--- config.mk ---
export PLATFORM = sky130hd
export DESIGN_NAME = csi_tx_payload_crc
export DESIGN_NICKNAME = d
export VERILOG_FILES = /design/src/rtl/csi_tx_pkg.sv /design/src/rtl/crc16_parallel.sv /design/src/rtl/csi_tx_payload_crc.sv
export SDC_FILE = /design/constraint.sdc
export NUM_CORES = 1
export LEC_CHECK = 0
export ABC_CLOCK_PERIOD_IN_PS = 3970
export CAP_MARGIN = 20
export CORE_MARGIN = 5
export CORE_UTILIZATION = 55
export CTS_BUF_LIST = sky130_fd_sc_hd__clkbuf_8
export DETAILED_ROUTE_END_ITERATION = 16
export MAX_ROUTING_LAYER = met4
export PLACE_DENSITY = 0.81
export SYNTH_ARGS = -nofsm -noshare
export SYNTH_HDL_FRONTEND = slang
export SYNTH_HIERARCHICAL = 1
export SYNTH_SLANG_ARGS = --single-unit
--- constraint.sdc ---
create_clock -name clk_i -period 3.97 [get_ports clk_i]
set_clock_uncertainty 0.2 [all_clocks]
set_input_delay 0.794 -clock clk_i [delete_from_list [all_inputs] [get_ports clk_i]]
set_output_delay 0.794 -clock clk_i [all_outputs]
set_load 0.03 [all_outputs]
--- src/rtl/csi_tx_pkg.sv ---
// Shared definitions for the CSI-2 TX payload framer: FSM states and footer CRC constants.
package csi_tx_pkg;

  typedef enum logic [1:0] {
    IDLE,
    PAYLOAD,
    CRC_LO,
    CRC_HI
  } tx_crc_state_e;

  localparam logic [15:0] CSI_CRC_SEED      = 16'hFFFF;
  localparam int          CSI_CRC_BYTES     = 2;
  // x^16+x^12+x^5+1 in reflected (LSB-first) form
  localparam logic [15:0] CSI_CRC_POLY_REFL = 16'h8408;

endpackage

--- src/rtl/crc16_parallel.sv ---
// One-byte step of the CSI-2 footer CRC, LSB-first, shared with the RX checker.
module crc16_parallel
  import csi_tx_pkg::*;
(
  input  logic [15:0] crcIn,
  input  logic [7:0]  data,
  output logic [15:0] crcOut
);

  logic [15:0] c;

  always_comb begin
    c = crcIn;
    for (int i = 0; i < 8; i++) begin
      if (c[0] ^ data[i]) c = (c >> 1) ^ CSI_CRC_POLY_REFL;
      else                c = c >> 1;
    end
    crcOut = c;
  end

endmodule

--- src/rtl/csi_tx_payload_crc.sv ---
// CSI-2 long-packet TX framer: forwards payload bytes and appends the 16-bit footer CRC,
// low byte first, through a single registered output stage.
module csi_tx_payload_crc
  import csi_tx_pkg::*;
#(
  parameter int          WC_WIDTH = 16,
  parameter logic [15:0] CRC_SEED = CSI_CRC_SEED
) (
  input  logic                clk_i,
  input  logic                reset_i,
  input  logic                wc_valid_i,
  input  logic [WC_WIDTH-1:0] wc_i,
  output logic                wc_ready_o,
  input  logic                pld_valid_i,
  input  logic [7:0]          pld_data_i,
  output logic                pld_ready_o,
  output logic                out_valid_o,
  output logic [7:0]          out_data_o,
  output logic                out_last_o,
  input  logic                out_ready_i,
  output logic                busy_o
);

  tx_crc_state_e       state;
  logic [15:0]         crc;
  logic [15:0]         crc_next;
  logic [WC_WIDTH-1:0] cnt;
  logic                adv;
  logic                pld_acc;

  // The output register may take a new byte when it is empty or being drained
  assign adv         = !out_valid_o || out_ready_i;
  assign wc_ready_o  = (state == IDLE);
  assign pld_ready_o = (state == PAYLOAD) && adv;
  assign pld_acc     = pld_ready_o && pld_valid_i;
  assign busy_o      = (state != IDLE);

  crc16_parallel u_crc_step (
    .crcIn  (crc),
    .data   (pld_data_i),
    .crcOut (crc_next)
  );

  always_ff @(posedge clk_i or posedge reset_i) begin
    if (reset_i) begin
      state       <= IDLE;
      crc         <= CRC_SEED;
      cnt         <= '0;
      out_valid_o <= 1'b0;
      out_data_o  <= 8'h00;
      out_last_o  <= 1'b0;
    end else begin
      // Beat drained with nothing new to load; overridden below when a byte is loaded
      if (adv) out_valid_o <= 1'b0;

      case (state)
        IDLE: begin
          if (wc_valid_i) begin
            crc   <= CRC_SEED;
            cnt   <= wc_i;
            state <= (wc_i != '0) ? PAYLOAD : CRC_LO;
          end
        end
        PAYLOAD: begin
          if (pld_acc) begin
            out_data_o  <= pld_data_i;
            out_valid_o <= 1'b1;
            out_last_o  <= 1'b0;
            crc         <= crc_next;
            cnt         <= cnt - WC_WIDTH'(1);
            if (cnt == WC_WIDTH'(1)) state <= CRC_LO;
          end
        end
        CRC_LO: begin
          if (adv) begin
            out_data_o  <= crc[7:0];
            out_valid_o <= 1'b1;
            out_last_o  <= 1'b0;
            state       <= CRC_HI;
          end
        end
        CRC_HI: begin
          if (adv) begin
            out_data_o  <= crc[8*(CSI_CRC_BYTES-1) +: 8];
            out_valid_o <= 1'b1;
            out_last_o  <= 1'b1;
            state       <= IDLE;
          end
        end
        default: state <= IDLE;
      endcase
    end
  end

endmodule

==> results of run 1 <==
## final cells by class
cell class,instances,share of cell area
clock buffers,6,0.0239
inverters,28,0.0304
repair buffers,45,0.128
flip-flops and latches,44,0.325
well taps,70,0.0254
multi-input cells,218,0.457
clock inverters,2,0.0112
## synthesized netlist by cell type, types with 3 or more instances
| library cell | instances |
|---|---|
| nor2_1 | 24 |
| xor2_1 | 3 |
| clkbuf_1 | 10 |
| nor3_1 | 4 |
| a22o_1 | 9 |
| dfstp_2 | 16 |
| nand3_1 | 4 |
| nand2b_1 | 4 |
| o31ai_1 | 3 |
| dfrtp_1 | 28 |
| xnor2_2 | 3 |
| a21oi_1 | 26 |
| buf_6 | 3 |
| mux2i_1 | 4 |
| nand2_1 | 25 |
| nand4_1 | 5 |
| o22ai_1 | 8 |
| xnor2_1 | 9 |
| or3_1 | 3 |
| xnor3_1 | 5 |
| o21ai_0 | 17 |
| inv_1 | 28 |
| a31oi_1 | 18 |
| a2bb2oi_1 | 3 |
| ha_1 | 7 |
## final timing paths
check / start / to
setup reg to reg: state[0] / out_last_o
min in group asynchronous: reset_i / out_valid_o
max in group asynchronous: reset_i / cnt[10]
hold reg to reg: out_data_o[3] / out_data_o[3]
setup / recovery: out_ready_i / pld_ready_o
hold / removal: out_data_o[3] / out_data_o[3]
## placed cells by master (no fill, tap or decap), types with 2 or more instances in the layout
| master | n |
|---|---|
| a21oi_1 | 26 |
| a22o_1 | 9 |
| a2bb2oi_1 | 3 |
| a31oi_1 | 18 |
| and2_1 | 2 |
| buf_4 | 4 |
| clkbuf_8 | 6 |
| clkdlybuf4s50_1 | 41 |
| dfrtp_1 | 28 |
| dfstp_2 | 16 |
| ha_1 | 6 |
| inv_1 | 28 |
| mux2i_1 | 4 |
| nand2_1 | 25 |
| nand2b_1 | 4 |
| nand3_1 | 4 |
| nand4_1 | 5 |
| nor2_1 | 24 |
| nor3_1 | 4 |
| nor4_1 | 2 |
| o211ai_1 | 2 |
| o21ai_0 | 17 |
| o22a_1 | 2 |
| o22ai_1 | 8 |
| o31ai_1 | 3 |
| or3_1 | 3 |
| or3b_1 | 2 |
| or4_1 | 2 |
| xnor2_1 | 9 |
| xnor2_2 | 3 |
| xnor3_1 | 5 |
| xor2_1 | 3 |
| xor3_1 | 2 |
| xor3_4 | 2 |
## kinds of logic after synthesis
kind of cell	count (synthesis)	share of synthesized area
adders and majority gates	7	0.0301
DFF	44	0.386
xor gates and xnor gates	24	0.127
and+or+nand+nor	87	0.157
AOI/OAI and AO/OA	94	0.206
buffers and inverters	45	0.0731
muxes	6	0.0215
## worst max-delay path, cell delays in order
cell and delay, ps:
clkdlybuf4s50_1 450, nand2b_1 240, and2_1 170, clkdlybuf4s50_1 660
## routing by layer
layer  vias up  track usage  routed length [um]
met2        64        0.343                3060
met4         0       0.0523                  43
met3         5       0.0401                 345
met5         -            -                   0
li1       1163            -                   -
met1      1126        0.296                3110
## sequential cells by signal, summed over array words and instances, names as in the netlist
signal / cells
cnt: 16
out_data_o: 8
state: 2
crc: 16
out_valid_o: 1
out_last_o: 1
## power by group
group          internal, mW  switching, mW
Combinational         0.758          0.963
Sequential            0.682          0.202
Clock                 0.206          0.162
## through the flow
stage | std cells | util
after detailed placement | 405 | 0.652
after global routing | 413 | 0.676
after global placement | 405 | 0.652
final | 413 | 0.676
after floorplan | 307 | -
after CTS | 413 | 0.676
==> results.py, run 1 <==
metrics = {
    "die": {
        "io_pins": 42,
        "coreArea_sq_um": 5110,
        "start_util": 0.569,
        "num_rows": 26,
        "die_x_um": 82.7,
        "die_area_sq_um": 6840,
        "die_h_um": 82.7,
    },
    "routing": {
        "drtAntennaViolNets": 0,
        "first_pass_iters": 4,
        "routed_wirelength_um": 6560,
        "vias": 2358,
        "wl_per_cell_um": 15.9,
        "drc": 0,
        "via_per_inst": 5.71,
        "drt_iter0_drc": 183,
    },
    "timing": {
        "finalMaxSlewViolations": 0,
        "whs_ps": 285,
        "setup_violations": 0,
        "layout_setup_ws_ps": 658,
        "hold_viol": 0,
        "worst_slew_pin_slew_ps": 599,
        "min_period_ps": 3310,
        "slew_headroom": 0.601,
        "period_share": 0.834,
        "max_freq_mhz": 302,
        "setup_tns_ps": 0,
        "rsz0062_at_grt": "false",
    },
    "yosys": {
        "ys_warn_count": 6,
        "synthArstFlopShare": 1.00,
        "ys_seq_area_frac": 0.386,
        "ys.flop_type": "dfrtp_1",
        "syn-num-nets": 343,
        "synth_cells": 307,
        "synth_edf_count": 0,
        "synthTopCellsByArea": "dfrtp_1, dfstp_2, a21oi_1, a31oi_1, xnor3_1",
        "syn_area_sq_um": 2910,
        "ys_seq_elements": 44,
        "ys_types": 54,
        "syn_avg_cell_area_sq_um": 9.47,
        "yosys.area.top_type": "dfrtp_1",
        "synth_top_area_share": 0.241,
    },
    "final_layout": {
        "areaGrowthSynthToFinish_pct": 18.7,
        "multi_input_area_sq_um": 1580,
        "design_area_sq_um": 3450,
        "antennaDiodeCount": 0,
        "drive_gt1_frac": 0.125,
        "final-seq-area_sq_um": 1120,
        "nets": 378,
        "fillCellCount": 424,
    },
    "flow_run": {
        "cap_violations": 0,
    },
    "place": {
        "dpl_cell_area_sq_um": 3330,
        "dp_slack_ps": 641,
        "io_buffer_count": 41,
        "dp_hpwl_um": 4580,
        "place_congestion": 0.888,
    },
    "min_path": {
        "hold_depth": 2,
        "hold_path_class": "flop to flop",
    },
    "clocking": {
        "h-tree-depth": 2,
        "ctsResizeCount": 0,
        "cts_made_buffers": 5,
        "ctsHoldBuffers": 0,
        "clkSinkCount": 44,
        "cts_tree": "done",
        "clk_latency_ps": 300,
        "clock_tree.root_cell": "clkbuf_8",
        "clk_path_buf_depth": 2,
        "path_clk_slew_ps": 80,
        "cts_setup_buffers": 0,
    },
    "status": {
        "outcome": "completed",
    },
    "pwr": {
        "ir_worst_vdd_mv": 0.378,
        "power_mw": 2.97,
        "pwr_density_cell_nw_per_um2": 861,
        "p_leak_nw": 1.47,
    },
    "setup_path": {
        "required_ps": 2980,
        "crit_path_end_kind": "primary output",
        "ff2ff_setup_slack_ps": 1370,
        "worstPathMaxFanout": 6,
        "crit_arrival_ps": 2320,
        "rr_worst_depth": 6,
        "worstSetupStartpointType": "primary input",
        "criticalPathCategory": "primary input to primary output",
    },
    "global_route": {
        "grt_overflow_total": 0,
        "grt_pass1_wl_um": 11000,
        "grt_antenna_before_repair": 0,
        "grt_max_degree": 63,
        "grt.total_usage": 0.219,
        "grt_pass1_vias": 2294,
    },
}
No activity file was read; power rests on OpenSTA's default activity.
==> run 2: changes to the inputs <==
--- a/config.mk
+++ b/config.mk
@@ -5,14 +5,14 @@
 export SDC_FILE = /design/constraint.sdc
 export NUM_CORES = 1
 export LEC_CHECK = 0
-export ABC_CLOCK_PERIOD_IN_PS = 3970
+export ABC_CLOCK_PERIOD_IN_PS = 3000
 export CAP_MARGIN = 20
 export CORE_MARGIN = 5
-export CORE_UTILIZATION = 55
+export CORE_UTILIZATION = 51
 export CTS_BUF_LIST = sky130_fd_sc_hd__clkbuf_8
 export DETAILED_ROUTE_END_ITERATION = 16
 export MAX_ROUTING_LAYER = met4
-export PLACE_DENSITY = 0.81
+export PLACE_DENSITY = 0.79
 export SYNTH_ARGS = -nofsm -noshare
 export SYNTH_HDL_FRONTEND = slang
 export SYNTH_HIERARCHICAL = 1
==> constraint.sdc (replaced) <==
create_clock -name clk_i -period 3 [get_ports clk_i]
set_clock_uncertainty 0.2 [all_clocks]
set_input_delay 0.6 -clock clk_i [delete_from_list [all_inputs] [get_ports clk_i]]
set_output_delay 0.6 -clock clk_i [all_outputs]
set_load 0.03 [all_outputs]
==> results.py, run 2 (synthesized netlist as in run 1, its figures left out) <==
metrics = {
    "timing": {
        "max_freq_mhz": 364,
        "rsz0062_at_grt": "false",
        "setup_tns_ps": 0,
        "layout_setup_ws_ps": 252,
        "setup_violations": 0,
        "hold_viol": 0,
        "worst_slew_pin_slew_ps": 618,
        "period_share": 0.916,
        "slew_headroom": 0.586,
        "min_period_ps": 2750,
        "finalMaxSlewViolations": 0,
    },
    "clocking": {
        "path_clk_slew_ps": 90,
        "clk_latency_ps": 300,
        "cts_made_buffers": 5,
        "clock_tree.root_cell": "clkbuf_8",
        "ctsHoldBuffers": 0,
        "cts_setup_buffers": 0,
        "clkSinkCount": 44,
        "ctsResizeCount": 0,
        "h-tree-depth": 2,
        "cts_tree": "done",
        "clk_path_buf_depth": 2,
    },
    "die": {
        "io_pins": 42,
        "die_x_um": 85.5,
        "num_rows": 27,
        "die_area_sq_um": 7310,
        "die_h_um": 85.5,
        "coreArea_sq_um": 5540,
        "start_util": 0.525,
    },
    "pwr": {
        "pwr_density_cell_nw_per_um2": 1130,
        "pwr-share-clk": 0.119,
        "ir_worst_vdd_mv": 0.823,
        "p_leak_nw": 1.48,
        "sw_frac_of_total": 0.442,
        "switchingPower_mw": 1.73,
        "power.internal_mw": 2.18,
        "comb_power_share": 0.585,
        "sequentialPowerShare": 0.296,
    },
    "place": {
        "dpl_cell_area_sq_um": 3360,
        "dp_hpwl_um": 4350,
        "place_congestion": 0.892,
        "io_buffer_count": 41,
        "dp_slack_ps": 260,
    },
    "global_route": {
        "grt_max_degree": 64,
        "grt_pass1_wl_um": 10600,
        "grt_antenna_before_repair": 0,
        "grt_overflow_total": 0,
        "grt.total_usage": 0.185,
        "grt_pass1_vias": 2197,
    },
    "setup_path": {
        "criticalPathCategory": "primary input to primary output",
        "worstPathMaxFanout": 2,
        "crit_path_end_kind": "primary output",
        "crit_slowest_cell": "clkdlybuf4s50_1",
        "required_ps": 2200,
        "worstSetupStartpointType": "primary input",
        "crit_arrival_ps": 1950,
        "cp_common_cell": "clkdlybuf4s50_1",
        "cpPeakStageDelay_ps": 660,
        "path_cells": "clkdlybuf4s50_1, nand2b_1, and2_1, clkdlybuf4s50_1",
    },
    "final_layout": {
        "areaGrowthSynthToFinish_pct": 19.4,
        "nets": 381,
        "mostFrequentLayoutCells": "clkdlybuf4s50_1, inv_1, dfrtp_1, a21oi_1, nand2_1",
        "drive_gt1_frac": 0.133,
        "antennaDiodeCount": 0,
        "design_area_sq_um": 3470,
        "top_regs": "cnt: 16 flops, crc: 16 flops, out_data_o: 8 flops",
        "final_common_cell": "clkdlybuf4s50_1",
    },
    "routing": {
        "routed_wirelength_um": 6180,
        "wl_per_cell_um": 14.8,
        "via_per_inst": 5.58,
        "vias": 2334,
        "drtAntennaViolNets": 0,
        "first_pass_iters": 4,
        "drt_iter0_drc": 136,
        "drc": 0,
    },
    "status": {
        "outcome": "completed",
    },
    "flow_run": {
        "cap_violations": 0,
    },
    "min_path": {
        "hold_path_class": "flop to flop",
    },
}
run 2: cell type report:
class / count / area [sq um]
fillers: 489 / 2070
multi-input cells: 218 / 1580
flip-flops and latches: 44 / 1120
repair buffers: 48 / 463
inverters: 28 / 105
well taps: 72 / 90.1
clock buffers: 5 / 68.8
clock inverters: 3 / 47.5
run 2: final timing paths:
path	slack [ps]	to	start	cells past startpoint
max in group asynchronous	1670	crc[3]	reset_i	3
min reg2reg	280	out_data_o[2]	out_data_o[2]	2
min	280	out_data_o[2]	out_data_o[2]	2
max	250	pld_ready_o	out_ready_i	4
max reg2reg	560	cnt[5]	state[1]	8
min in group asynchronous	540	cnt[11]	reset_i	3
run 2: critical path, delay by kind of cell:
kind                   cells  cell delay, ps
buffers and inverters      2            1110
and+or+nand+nor            2             230
run 2: metal layers:
metal / vias up / share of wire / GRT usage
met2: 61 / 0.45 / 0.284
met4: 0 / 0.012 / 0.0518
met1: 1090 / 0.47 / 0.250
met5: - / 0 / -
met3: 6 / 0.060 / 0.0394
li1: 1177 / - / -
run 2: power groups by stage:
| stage | Combinational, mW | Sequential, mW | Clock, mW |
|---|---|---|---|
| 6_report | 2.29 | 1.16 | 0.465 |
| 5_1_grt | 2.55 | 1.21 | 0.507 |
| 4_1_cts | 2.30 | 1.16 | 0.478 |
| 3_5_place_dp | 2.29 | 1.17 | 0 |
| 3_3_place_gp | 2.23 | 1.15 | 0 |
| 2_1_floorplan | 1.71 | 1.24 | 0 |
run 2: metrics by stage:
step,hold WS [ps],util,power [mW],std cells
final,283,0.627,3.92,418
after global routing,326,0.627,4.26,418
after CTS,291,0.627,3.94,418
after detailed placement,269,0.606,3.46,410
after global placement,261,0.606,3.38,410
after floorplan,274,-,2.95,307
